==> config.mk <==
export PLATFORM = sky130hd
export DESIGN_NAME = sext_accum
export DESIGN_NICKNAME = d
export VERILOG_FILES = /design/src/rtl/sext_accum.sv
export SDC_FILE = /design/constraint.sdc
export NUM_CORES = 1
export LEC_CHECK = 0
export ABC_CLOCK_PERIOD_IN_PS = 2500
export BUFFER_PORTS_ARGS = -buffer_cell sky130_fd_sc_hd__buf_2
export CAP_MARGIN = 5
export CORE_ASPECT_RATIO = 1.25
export CORE_MARGIN = 1.5
export CORE_UTILIZATION = 55
export CTS_CLUSTER_DIAMETER = 150
export DETAILED_ROUTE_END_ITERATION = 6
export PLACE_DENSITY_LB_ADDON = 0.05
export SYNTH_ARGS = -nofsm -noshare
export SYNTH_HDL_FRONTEND = slang
export SYNTH_SLANG_ARGS = --single-unit
==> constraint.sdc <==
create_clock -name clk -period 2.5 [get_ports clk]
set_input_delay 0.25 -clock clk [delete_from_list [all_inputs] [get_ports clk]]
set_output_delay 0.25 -clock clk [all_outputs]
set_load 0.02 [all_outputs]
==> src/rtl/sext_accum.sv <==
// Frame accumulator: sums COUNT sign/zero-extended samples (or fewer on flush) and holds the
// result until the consumer accepts it. Define SEXT_ACCUM_SAT_EN for saturating adds.
module sext_accum #(
    parameter int unsigned IN_W   = 4,
    parameter int unsigned OUT_W  = 8,
    parameter int unsigned SIGNED = 1,
    parameter int unsigned COUNT  = 4
) (
    input  logic             clk,
    input  logic             rst_n,
    input  logic             in_valid,
    output logic             in_ready,
    input  logic [IN_W-1:0]  in_data,
    input  logic             flush,
    output logic             out_valid,
    input  logic             out_ready,
    output logic [OUT_W-1:0] out_data,
    output logic [7:0]       out_cnt
);

    localparam logic [7:0] CountW = 8'(COUNT);

    typedef enum logic [1:0] {StIdle, StAccum, StHold} state_e;

    state_e           state_q, state_d;
    logic [OUT_W-1:0] acc_q, acc_d;
    logic [7:0]       cnt_q, cnt_d;
    logic             in_ready_q, in_ready_d;
    logic             out_valid_q, out_valid_d;
    logic [OUT_W-1:0] out_data_q, out_data_d;
    logic [7:0]       out_cnt_q, out_cnt_d;

    logic [OUT_W-1:0] ext_data;
    logic [OUT_W-1:0] sum;
    logic [7:0]       cnt_inc;
    logic             accept;

    assign in_ready  = in_ready_q;
    assign out_valid = out_valid_q;
    assign out_data  = out_data_q;
    assign out_cnt   = out_cnt_q;

    assign accept  = in_valid && in_ready_q;
    assign cnt_inc = cnt_q + 8'd1;

    always_comb begin
        ext_data = '0;
        ext_data[IN_W-1:0] = in_data;
        for (int i = IN_W; i < OUT_W; i++) begin
            ext_data[i] = (SIGNED != 0) && in_data[IN_W-1];
        end
    end

`ifdef SEXT_ACCUM_SAT_EN
    logic [OUT_W:0] wide;

    always_comb begin
        wide = {1'b0, acc_q} + {1'b0, ext_data};
        sum  = wide[OUT_W-1:0];
        if (SIGNED != 0) begin
            // Overflow only when both operands share a sign the result lost.
            if ((acc_q[OUT_W-1] == ext_data[OUT_W-1]) && (wide[OUT_W-1] != acc_q[OUT_W-1])) begin
                sum = acc_q[OUT_W-1] ? {1'b1, {(OUT_W-1){1'b0}}} : {1'b0, {(OUT_W-1){1'b1}}};
            end
        end else if (wide[OUT_W]) begin
            sum = '1;
        end
    end
`else
    assign sum = acc_q + ext_data;
`endif

    always_comb begin
        state_d     = state_q;
        acc_d       = acc_q;
        cnt_d       = cnt_q;
        out_valid_d = out_valid_q;
        out_data_d  = out_data_q;
        out_cnt_d   = out_cnt_q;

        unique case (state_q)
            StIdle, StAccum: begin
                if (accept) begin
                    acc_d   = sum;
                    cnt_d   = cnt_inc;
                    state_d = StAccum;
                    if ((cnt_inc == CountW) || flush) begin
                        state_d     = StHold;
                        out_valid_d = 1'b1;
                        out_data_d  = sum;
                        out_cnt_d   = cnt_inc;
                    end
                end else if (flush && (state_q == StAccum)) begin
                    state_d     = StHold;
                    out_valid_d = 1'b1;
                    out_data_d  = acc_q;
                    out_cnt_d   = cnt_q;
                end
            end
            StHold: begin
                if (out_valid_q && out_ready) begin
                    state_d     = StIdle;
                    out_valid_d = 1'b0;
                    acc_d       = '0;
                    cnt_d       = '0;
                end
            end
            default: state_d = StIdle;
        endcase

        // Registered so in_ready rises one cycle after reset release or result handoff.
        in_ready_d = (state_d != StHold);
    end

    always_ff @(posedge clk or negedge rst_n) begin
        if (!rst_n) begin
            state_q     <= StIdle;
            acc_q       <= '0;
            cnt_q       <= '0;
            in_ready_q  <= 1'b0;
            out_valid_q <= 1'b0;
            out_data_q  <= '0;
            out_cnt_q   <= '0;
        end else begin
            state_q     <= state_d;
            acc_q       <= acc_d;
            cnt_q       <= cnt_d;
            in_ready_q  <= in_ready_d;
            out_valid_q <= out_valid_d;
            out_data_q  <= out_data_d;
            out_cnt_q   <= out_cnt_d;
        end
    end

endmodule

Word level (Yosys, flattened, before mapping)
Cells that the tools add are included.
{"block": "word_totals", "regBits": 36, "inputBits": 9, "output_inout_bits": 18, "elab_cells": 50}
{"block": "op_classes", "addsub": 2, "n_eq_ne": 9, "mux": 21, "reduce_logical": 11}
{"operator": "$mux W8", "count": 9}
{"operator": "$pmux W8 S2", "count": 2}
{"operator": "$add A8 B1 Y8 const B", "count": 1}
{"operator": "$add A8 B8 Y8", "count": 1}
{"operator": "$eq A8 B3 Y1 const B", "count": 1}
{"operator": "$mux W2", "count": 4}
{"operator": "$ne A2 B2 Y1 const B", "count": 3}
{"operator": "$ne A3 B3 Y1 const B", "count": 2}
{"operator": "$reduce_and A3 Y1", "count": 2}
{"operator": "$mux W1", "count": 4}
{"operator": "$pmux W2 S2", "count": 1}
{"operator": "$reduce_and A4 Y1", "count": 1}
{"operator": "$reduce_bool A2 Y1", "count": 2}
{"operator": "$logic_and A1 B1 Y1", "count": 3}
{"operator": "$eq A2 B1 Y1 const B", "count": 1}
{"operator": "$eq A2 B2 Y1 const B", "count": 1}
{"operator": "$logic_not A2 Y1", "count": 1}
{"operator": "$ne A2 B1 Y1 const B", "count": 1}
{"operator": "$pmux W1 S2", "count": 1}
{"operator": "$reduce_or A2 Y1", "count": 1}
{"operator": "$logic_or A1 B1 Y1", "count": 1}

Longest topological paths before layout
Gate-level depths: netlist (run 1).
{"block": "logic_depth", "depth_word": 7, "depth_mapped": 7}

Worst setup path before layout (run 1)
OpenSTA, ideal clock, no wires.
{"block": "synth_timing", "path_type": "register -> register", "from": "reg acc_q[0]", "to": "reg out_data_q[4], in the netlist out_data[4]", "arrival_ps": 1919, "t_required_ps": 2375, "setup_slack_ps": 456, "stages_incl_launch_ff": 8, "n_path_buf": 0, "synth_period_minus_slack_ps": 2044, "cell_sequence": "dfrtp_1 ha_1 fa_1 a21o_1 a21oi_1 xnor2_1 mux2_2 mux2_4"}
{"block": "synth_between", "elab_chain_len": 3}
{"element": "start: declaration", "line": "26", "text": "logic [OUT_W-1:0] acc_q, acc_d;"}
{"element": "start signal: assignment", "line": "118", "text": "acc_q <= '0;"}
{"element": "start signal: assignment", "line": "126", "text": "acc_q <= acc_d;"}
{"element": "$add A8 B8 Y8", "line": "70", "text": "assign sum = acc_q + ext_data;"}
{"element": "$mux W8", "line": "87", "text": "if ((cnt_inc == CountW) || flush) begin"}
{"element": "$mux W8", "line": "83", "text": "if (accept) begin"}
{"element": "end signal: assignment", "line": "130", "text": "out_data_q <= out_data_d;"}
{"element": "end: declaration", "line": "30", "text": "logic [OUT_W-1:0] out_data_q, out_data_d;"}
Every way passes these cells. The select of a mux whose other input is x is not followed.
A chain may end at the register's enable or synchronous reset.

Worst setup path in the final report (run 1)
Ends and elaborated chain as after synthesis.

==> impl_metrics.yaml, run 1 <==
run_status:
  status: "finished clean"
synth:
  yosysMostFrequentCell: "dfrtp_1"
  synth_top_area_share_pct: 42.68
  ys_seq_area_share_pct: 42.68
  yosys_warnings: 0
  synth_area_sq_um: 2111
  netlist_top_cells_count: "36 x dfrtp_1, 30 x nand2_1, 17 x nor2_1, 16 x o21ai_0, 11 x mux2_2"
  synth_edf_count: 0
  postSynthCellCount: 210
  synthDistinctLibCells: 46
  syn_avg_cell_area_sq_um: 10.05
  synth_top_area_cell: "dfrtp_1"
  synthArstFlopShare_pct: 100.0
  synth-seq-cells: 36
  synth_ff_type: "dfrtp_1"
  synth_nets: 228
  synth.area.top_cells: "dfrtp_1 43%, mux2_2 5.9%, nand2_1 5.3%"
sta:
  drv_slew: 0
  setup_viol: 0
  period_needed_ns: 2.206
  setup_ws_ns: 0.2943
  tightest_slew_ns: 0.8130
  final.setup.tns_ns: 0
  clock_skew_ns: 0.01026
  clock.fmax_mhz: 453.4
  rsz0062_at_grt: "no"
  hold_viol: 0
  fin_crit_sh_pct: 88.23
  slew_headroom_pct: 45.80
layout:
  finalNonFillerCells: 283
  diodes: 0
  final_core_util_pct: 64.71
  nets: 260
  area_growth_pct: 14.11
  drive_gt1_share_pct: 25.51
  final.fill_count: 331
die:
  die_h_microns: 72.26
  fp.dieArea_sq_um: 4221
  start_util_pct: 56.71
  die_x_microns: 58.41
  core_sq_um: 3722
  rows: 25
  ios: 27
worst_setup_path:
  crit_arrival_ns: 2.38
  critPathCapture: "out_data[4]"
  critPathKind: "reg -> reg"
  reg2regPathDepth: 7
  end_kind: "flop"
  reg2reg_to: "out_data[4]"
  cp-startpoint: "acc_q[0]"
  cp.required_ns: 2.68
  cp_max_fo: 3
  r2r_setup_slack_ns: 0.29
  r2r_start: "acc_q[0]"
  critPathLaunchType: "flop"
routing:
  firstDrtPassIters: 6
  routedWlPerCell_microns: 16.05
  num_vias: 1683
  drc_errors: 0
  drt_iter0_markers: 59
  detail-route-antenna-nets: 0
  viasPerCell: 5.947
  wl_microns: 4542
hold_path:
  hold_class: "in -> async"
placed_design:
  place_ws_ns: 0.3332
  hpwl_microns: 3248
  portBuffers: 26
  dp.cells: 275
  place_congestion: 0.7928
cts:
  insertion_delay_ns: 0.29
  cts_tree: "built"
  root_buffer: "clkbuf_8"
  cts_resized: 0
  clk_pin_slew_ns: 0.08
  numCtsBuffers: 5
  postCtsHoldBufs: 0
  htree_num_levels: 2
  post-cts-setup-buffers: 0
  cts.sinks: 36
  clk_path_buf_depth: 2
global_route:
  grt_pass1_vias: 1730
  grt_use_total_pct: 24.51
  overflow: 0
  grt_pass1_wl_microns: 7803
  grt_max_degree: 37
  antenna_found_initial: 0
power:
  ir_drop_mv: 0.6419
  power.leakage_nw: 1.226
  powerDensity_nw_per_um2: 1211
flow_run:
  max_cap_viol_count: 0
## layout by cell type, fill, tap and decap left out, types with 2 or more instances in the layout
cell type / Yosys / layout
buf_4: 0 / 6
and4_1: 2 / 2
o21ai_0: 16 / 16
o2111ai_1: 2 / 2
nand4b_1: 2 / 2
nor2_1: 17 / 17
a22o_1: 4 / 4
xor2_1: 3 / 3
nand2_1: 30 / 30
and2_1: 3 / 3
a21o_1: 4 / 4
dfrtp_1: 36 / 36
clkbuf_8: 0 / 5
nand3_1: 4 / 4
mux2_4: 7 / 7
a21oi_1: 7 / 7
buf_2: 1 / 26
ha_1: 8 / 8
mux2_2: 11 / 11
nand2b_1: 4 / 4
xnor2_1: 9 / 9
nand4_1: 2 / 2
and3_1: 4 / 4
inv_1: 6 / 6
## layout make-up
class	count	area [sq um]	share of cell area (%)
Tap cell	40	50.05	2.078
Multi-Input combinational cell	161	1152	47.84
Sequential cell	36	900.9	37.40
Clock buffer	6	72.57	3.013
Timing Repair Buffer	32	175.2	7.273
Clock inverter	2	35.03	1.455
Inverter	6	22.52	0.9351
## metrics by stage
stage                     hold slack (ns)  instance area, sq um  power (W)
after floorplan                  -0.04559                  2111   0.002027
after global placement             0.3765                  2301   0.002359
after detailed placement           0.3867                  2301   0.002419
after CTS                         0.06297                  2409   0.002943
after global routing              0.08898                  2409   0.003151
final                             0.03936                  2409   0.002916
## cells by family after synthesis
group           synth area share (%)
compound gates                 15.77
xor+xnor                       4.980
fa+ha+maj                      5.691
buf+inv                        2.726
flops                          42.68
mux                            11.32
simple gates                   16.83
## critical path: stages (launching register included)
cell,delay (ns)
dfrtp_1,0.40
ha_1,0.22
fa_1,0.43
a21o_1,0.20
a21oi_1,0.20
xnor2_1,0.11
mux2_2,0.27
mux2_4,0.26
## report_power, final
| group | leakage, nW | switching [W] | internal, W | total, W |
|---|---|---|---|---|
| clock network | 0.0552 | 0.000212 | 0.000296 | 0.000509 |
| registers | 0.463 | 0.000166 | 0.000781 | 0.000947 |
| logic | 0.707 | 0.000796 | 0.000665 | 0.00146 |
## state kept, by name, summed over array words and instances (netlist names)
name       flops
acc_q          8
cnt_q          8
in_ready       1
out_cnt        8
out_data       8
out_valid      1
state_q        2
## how the worst min path moves through the flow
stage               slack, ns  start  endpoint  cells past startpoint
floorplan               -0.05  rst_n  acc_q[0]                      0
global placement         0.38  rst_n  acc_q[7]                      1
detailed placement       0.39  rst_n  acc_q[7]                      1
CTS                      0.06  rst_n  acc_q[7]                      1
global route             0.09  rst_n  acc_q[7]                      1
finish                   0.04  rst_n  acc_q[7]                      1
## per-layer routing
| layer | share of wire, % | global-route usage, % |
|---|---|---|
| met1 | 41 | 28.97 |
| met2 | 55 | 42.45 |
| met3 | 2.9 | 6.417 |
| met4 | 1.2 | 8.527 |
| met5 | 0 | 0 |
Power figures use the tool's default switching activity.
==> inputs of run 2 (changes only) <==
- BUFFER_PORTS_ARGS: -buffer_cell sky130_fd_sc_hd__buf_2 -> unset
- CORE_MARGIN: 1.5 -> 4
- DONT_BUFFER_PORTS: unset -> 1
- SKIP_LAST_GASP: unset -> 1
==> run 2 against run 1 <==
Effect of this change:
- clock power fell by 17%
- final cell count decreased by 9.5%
- largest power group unchanged
- utilization fell by 1.6 points
- final area shrank 5.6%
- worst setup slack gained 0.044 ns
- sequential power is 15% higher
- first-iteration DRC count up 42%
- critical path depth unchanged
- sequential share of layout area increased by 2.2 points
- largest cell class unchanged
- global-route usage is 4.6 points lower
- maximum frequency is 2.0% higher
==> impl_metrics.yaml, run 2 (same netlist as run 1, synthesis figures left out) <==
run_status:
  status: "finished clean"
cts:
  root_buffer: "clkbuf_8"
  clk_path_buf_depth: 2
  clk_pin_slew_ns: 0.07
  post-cts-setup-buffers: 0
  cts.sinks: 36
  insertion_delay_ns: 0.29
  htree_num_levels: 2
  cts_tree: "built"
  numCtsBuffers: 5
sta:
  drv_slew: 0
  clock_skew_ns: 0.006975
  hold_viol: 0
  period_needed_ns: 2.162
  final.setup.tns_ns: 0
  setup_ws_ns: 0.3383
  fin_crit_sh_pct: 86.47
  clock.fmax_mhz: 462.6
  slew_headroom_pct: 31.16
  setup_viol: 0
  tightest_slew_ns: 1.029
  rsz0062_at_grt: "no"
worst_setup_path:
  path_buf_inv: 0
  cp.required_ns: 2.67
  critPathSlowestCell: "fa_1"
  critPathKind: "reg -> reg"
  crit_chain: "ha_1 -> fa_1 -> a21o_1 -> a21oi_1 -> xnor2_1 -> mux2_2 -> mux2_4"
  cp-startpoint: "acc_q[0]"
  reg2regPathDepth: 7
  cp_max_fo: 3
  r2r_start: "acc_q[0]"
  reg2reg_to: "out_data[4]"
  crit_arrival_ns: 2.33
  max_stage_delay_ns: 0.43
  end_kind: "flop"
  r2r_setup_slack_ns: 0.34
  crit_family: "adder cells"
  critPathLaunchType: "flop"
hold_path:
  min_to: "state_q[0]"
  worstHoldPathCells: 1
  hold_class: "in -> reg"
  holdCritStartpoint: "flush"
routing:
  firstDrtPassIters: 4
  wl_microns: 4458
  drc_errors: 0
  viasPerCell: 6.047
  routedWlPerCell_microns: 17.41
  drt_iter0_markers: 84
  num_vias: 1548
  detail-route-antenna-nets: 0
global_route:
  grt_pass1_vias: 1612
  grt_pass1_wl_microns: 7610
  overflow: 0
  grt_use_total_pct: 19.87
  grt_max_degree: 37
  antenna_found_initial: 0
placed_design:
  place_ws_ns: 0.3763
  portBuffers: 0
  place_congestion: 0.8850
  hpwl_microns: 3125
die:
  die_x_microns: 63.41
  rows: 24
  core_sq_um: 3603
  start_util_pct: 58.58
  die_h_microns: 77.26
  fp.dieArea_sq_um: 4899
  ios: 27
layout:
  area_growth_pct: 7.765
  layout_commonest_cell: "dfrtp_1"
  diodes: 0
  drive_gt1_share_pct: 15.67
  final_cell_mix: "36 x dfrtp_1, 30 x nand2_1, 17 x nor2_1"
  nets: 234
power:
  powerDensity_nw_per_um2: 1190
  power.leakage_nw: 1.105
  ir_drop_mv: 0.5521
flow_run:
  max_cap_viol_count: 0
run 2: routing by layer:
layer | vias up | global-route usage, % | part of all wire, %
li1 | 761 | - | -
met1 | 749 | 22.71 | 41
met4 | 0 | 7.559 | 1.7
met2 | 29 | 35.53 | 53
met3 | 9 | 4.386 | 4.0
met5 | - | 0 | 0
run 2: layout make-up:
| cell class | instances | area, sq um |
|---|---|---|
| Timing Repair Buffer | 6 | 60.06 |
| Tap cell | 39 | 48.80 |
| Multi-Input combinational cell | 161 | 1152 |
| Clock buffer | 8 | 90.09 |
| Inverter | 6 | 22.52 |
| Sequential cell | 36 | 900.9 |
| Fill cell | 294 | 1329 |
run 2: report_power, final:
group / total, W / switching [W] / internal, W / leakage (nW)
logic: 0.00119 / 0.000614 / 0.000579 / 0.596
registers: 0.00109 / 0.000311 / 0.000781 / 0.463
clock network: 0.000422 / 0.000197 / 0.000225 / 0.0455
total: 0.00271 / 0.00112 / 0.00158 / 1.10
run 2: how the worst max path moves through the flow:
stage          cells after the start     endpoint
6_report                           7  out_data[4]
5_1_grt                            5     cnt_q[2]
4_1_cts                            7  out_data[4]
3_5_place_dp                       7  out_data[4]
3_3_place_gp                       7  out_data[4]
2_1_floorplan                      7  out_data[4]
run 2: repair_timing:
action,4_1_cts,5_1_grt
hold buffers,2,0
setup endpoints to repair,0,0
resized for setup,0,0
endpoints found under the hold margin,36,0
run 2: worst register-to-register path, cell delays in order, from the launching register on:
cell	delay, ns
dfrtp_1	0.40
ha_1	0.22
fa_1	0.43
a21o_1	0.20
a21oi_1	0.17
xnor2_1	0.10
mux2_2	0.27
mux2_4	0.26
run 2: per-stage QoR:
stage	cell area [sq um]	hold slack, ns	instances	power [W]	util, %
after floorplan	2111	-0.04559	210	0.002027	-
after global placement	2155	-0.04476	246	0.002237	59.79
after detailed placement	2155	-0.04471	246	0.002273	59.79
after CTS	2275	0.03065	256	0.002731	63.13
after global routing	2275	0.04174	256	0.002922	63.13
final	2275	0.03644	256	0.002707	63.13
==> inputs of run 3 (changes only) <==
- CTS_BUF_LIST: unset -> sky130_fd_sc_hd__clkbuf_8
==> run 3 against run 2 <==
Effect of this change:
- register-to-register slack barely moved
- hold slack got worse by 0.0018 ns
- utilization is the same
- first-iteration DRC count is the same
- routed wire length decreased by 0.38%
- sequential power is essentially flat
- final area stayed put
- clock power down 2%
- global-route usage hardly changed
==> impl_metrics.yaml, run 3 (same netlist as run 1, synthesis figures left out) <==
run_status:
  status: "finished clean"
worst_setup_path:
  reg2reg_to: "out_data[4]"
  critPathSlowestCell: "fa_1"
  cp_max_fo: 3
  cp.required_ns: 2.67
  end_kind: "flop"
  max_stage_delay_ns: 0.43
  critPathKind: "reg -> reg"
  critPathLaunchType: "flop"
  crit_arrival_ns: 2.34
  r2r_start: "acc_q[0]"
  reg2regPathDepth: 7
  r2r_setup_slack_ns: 0.34
  crit_chain: "ha_1 -> fa_1 -> a21o_1 -> a21oi_1 -> xnor2_1 -> mux2_2 -> mux2_4"
hold_path:
  holdCritStartpoint: "flush"
  worstHoldPathCells: 1
  hold_class: "in -> reg"
  min_to: "state_q[0]"
routing:
  drc_errors: 0
  drt_iter0_markers: 84
  detail-route-antenna-nets: 0
  num_vias: 1548
  routedWlPerCell_microns: 17.35
  viasPerCell: 6.047
  wl_microns: 4441
  firstDrtPassIters: 4
global_route:
  grt_pass1_vias: 1613
  antenna_found_initial: 0
  grt_pass1_wl_microns: 7624
  grt_max_degree: 37
  overflow: 0
  grt_use_total_pct: 19.90
sta:
  period_needed_ns: 2.163
  hold_viol: 0
  setup_ws_ns: 0.3366
  slew_headroom_pct: 30.62
  tightest_slew_ns: 1.037
  clock_skew_ns: 0.008291
  clock.fmax_mhz: 462.2
  fin_crit_sh_pct: 86.53
  setup_viol: 0
  final.setup.tns_ns: 0
  rsz0062_at_grt: "no"
  drv_slew: 0
cts:
  numCtsBuffers: 5
  clk_pin_slew_ns: 0.07
  cts_tree: "built"
  clk_path_buf_depth: 2
  cts_resized: 0
  cts.sinks: 36
  insertion_delay_ns: 0.29
  post-cts-setup-buffers: 0
  root_buffer: "clkbuf_8"
  htree_num_levels: 2
die:
  ios: 27
  core_sq_um: 3603
  die_h_microns: 77.26
  start_util_pct: 58.58
  rows: 24
  fp.dieArea_sq_um: 4899
  die_x_microns: 63.41
placed_design:
  hpwl_microns: 3125
  dp.cells: 246
  postPlaceCellArea_sq_um: 2155
  place_ws_ns: 0.3763
  portBuffers: 0
  place_congestion: 0.8850
power:
  power.leakage_nw: 1.113
  intPower_w: 0.001576
  p_comb_share_pct: 44.1
  pwr-share-seq_pct: 40.5
  ir_drop_mv: 0.5516
  power.net_switching_w: 0.001123
  totalPowerFinal_w: 0.002699
  powerDensity_nw_per_um2: 1187
  p_sw_share_pct: 41.61
  clkPwrFrac_pct: 15.4
layout:
  drive_gt1_share_pct: 15.67
  nets: 234
  final_cell_mix: "36 x dfrtp_1, 30 x nand2_1, 17 x nor2_1"
  area_growth_pct: 7.765
  finalNonFillerCells: 256
  diodes: 0
  post-route-cell-area_sq_um: 2275
  layout_commonest_cell: "dfrtp_1"
flow_run:
  max_cap_viol_count: 0
[run 3: what timing repair did]
item	4_1_cts	5_1_grt
hold buffers	2	0
endpoints found under the setup margin	0	0
endpoints found under the hold margin	36	0
[run 3: metal layers]
metal / vias up / GRT usage, % / wire length (microns)
met5: - / 0 / 0
met4: 0 / 7.559 / 77
met3: 9 / 4.386 / 186
met2: 29 / 35.53 / 2316
met1: 748 / 22.80 / 1861
li1: 762 / - / -
[run 3: power groups by stage]
stage / Combinational [W] / Sequential (W) / Clock [W]
CTS: 0.00120 / 0.00109 / 0.000429
floorplan: 0.000979 / 0.00105 / 0
detailed placement: 0.00117 / 0.00110 / 0
global placement: 0.00114 / 0.00110 / 0
finish: 0.00119 / 0.00109 / 0.000415
global route: 0.00133 / 0.00112 / 0.000464
[run 3: layout make-up]
type	count	area, sq um
clock buffer	6	82.58
clock inverter	2	7.507
multi-input combinational	161	1152
fill	294	1329
tap	39	48.80
sequential	36	900.9
inverter	6	22.52
timing repair buffer	6	60.06
[run 3: worst max-delay path by stage]
| stage | start | end | slack (ns) | cells past startpoint |
|---|---|---|---|---|
| floorplan | acc_q[0] | out_data[4] | 0.46 | 7 |
| global placement | acc_q[0] | out_data[4] | 0.39 | 7 |
| detailed placement | acc_q[0] | out_data[4] | 0.38 | 7 |
| CTS | acc_q[0] | out_data[4] | 0.35 | 7 |
| global route | in_ready | cnt_q[2] | 0.23 | 5 |
| finish | acc_q[0] | out_data[4] | 0.34 | 7 |
[run 3: worst max-delay path, delay by kind of cell, from the launching register on]
family | cells | cell delay [ns]
adder cells (fa/ha/maj) | 2 | 0.65
multiplexers | 2 | 0.53
flip-flops | 1 | 0.40
AO/OA/AOI/OAI | 2 | 0.37
XOR/XNOR | 1 | 0.10
[run 3: per-stage QoR]
step	utilization, %	hold WS, ns
global route	63.13	0.03967
floorplan	-	-0.04559
CTS	63.13	0.03015
finish	63.13	0.03459
detailed placement	59.79	-0.04471
global placement	59.79	-0.04476
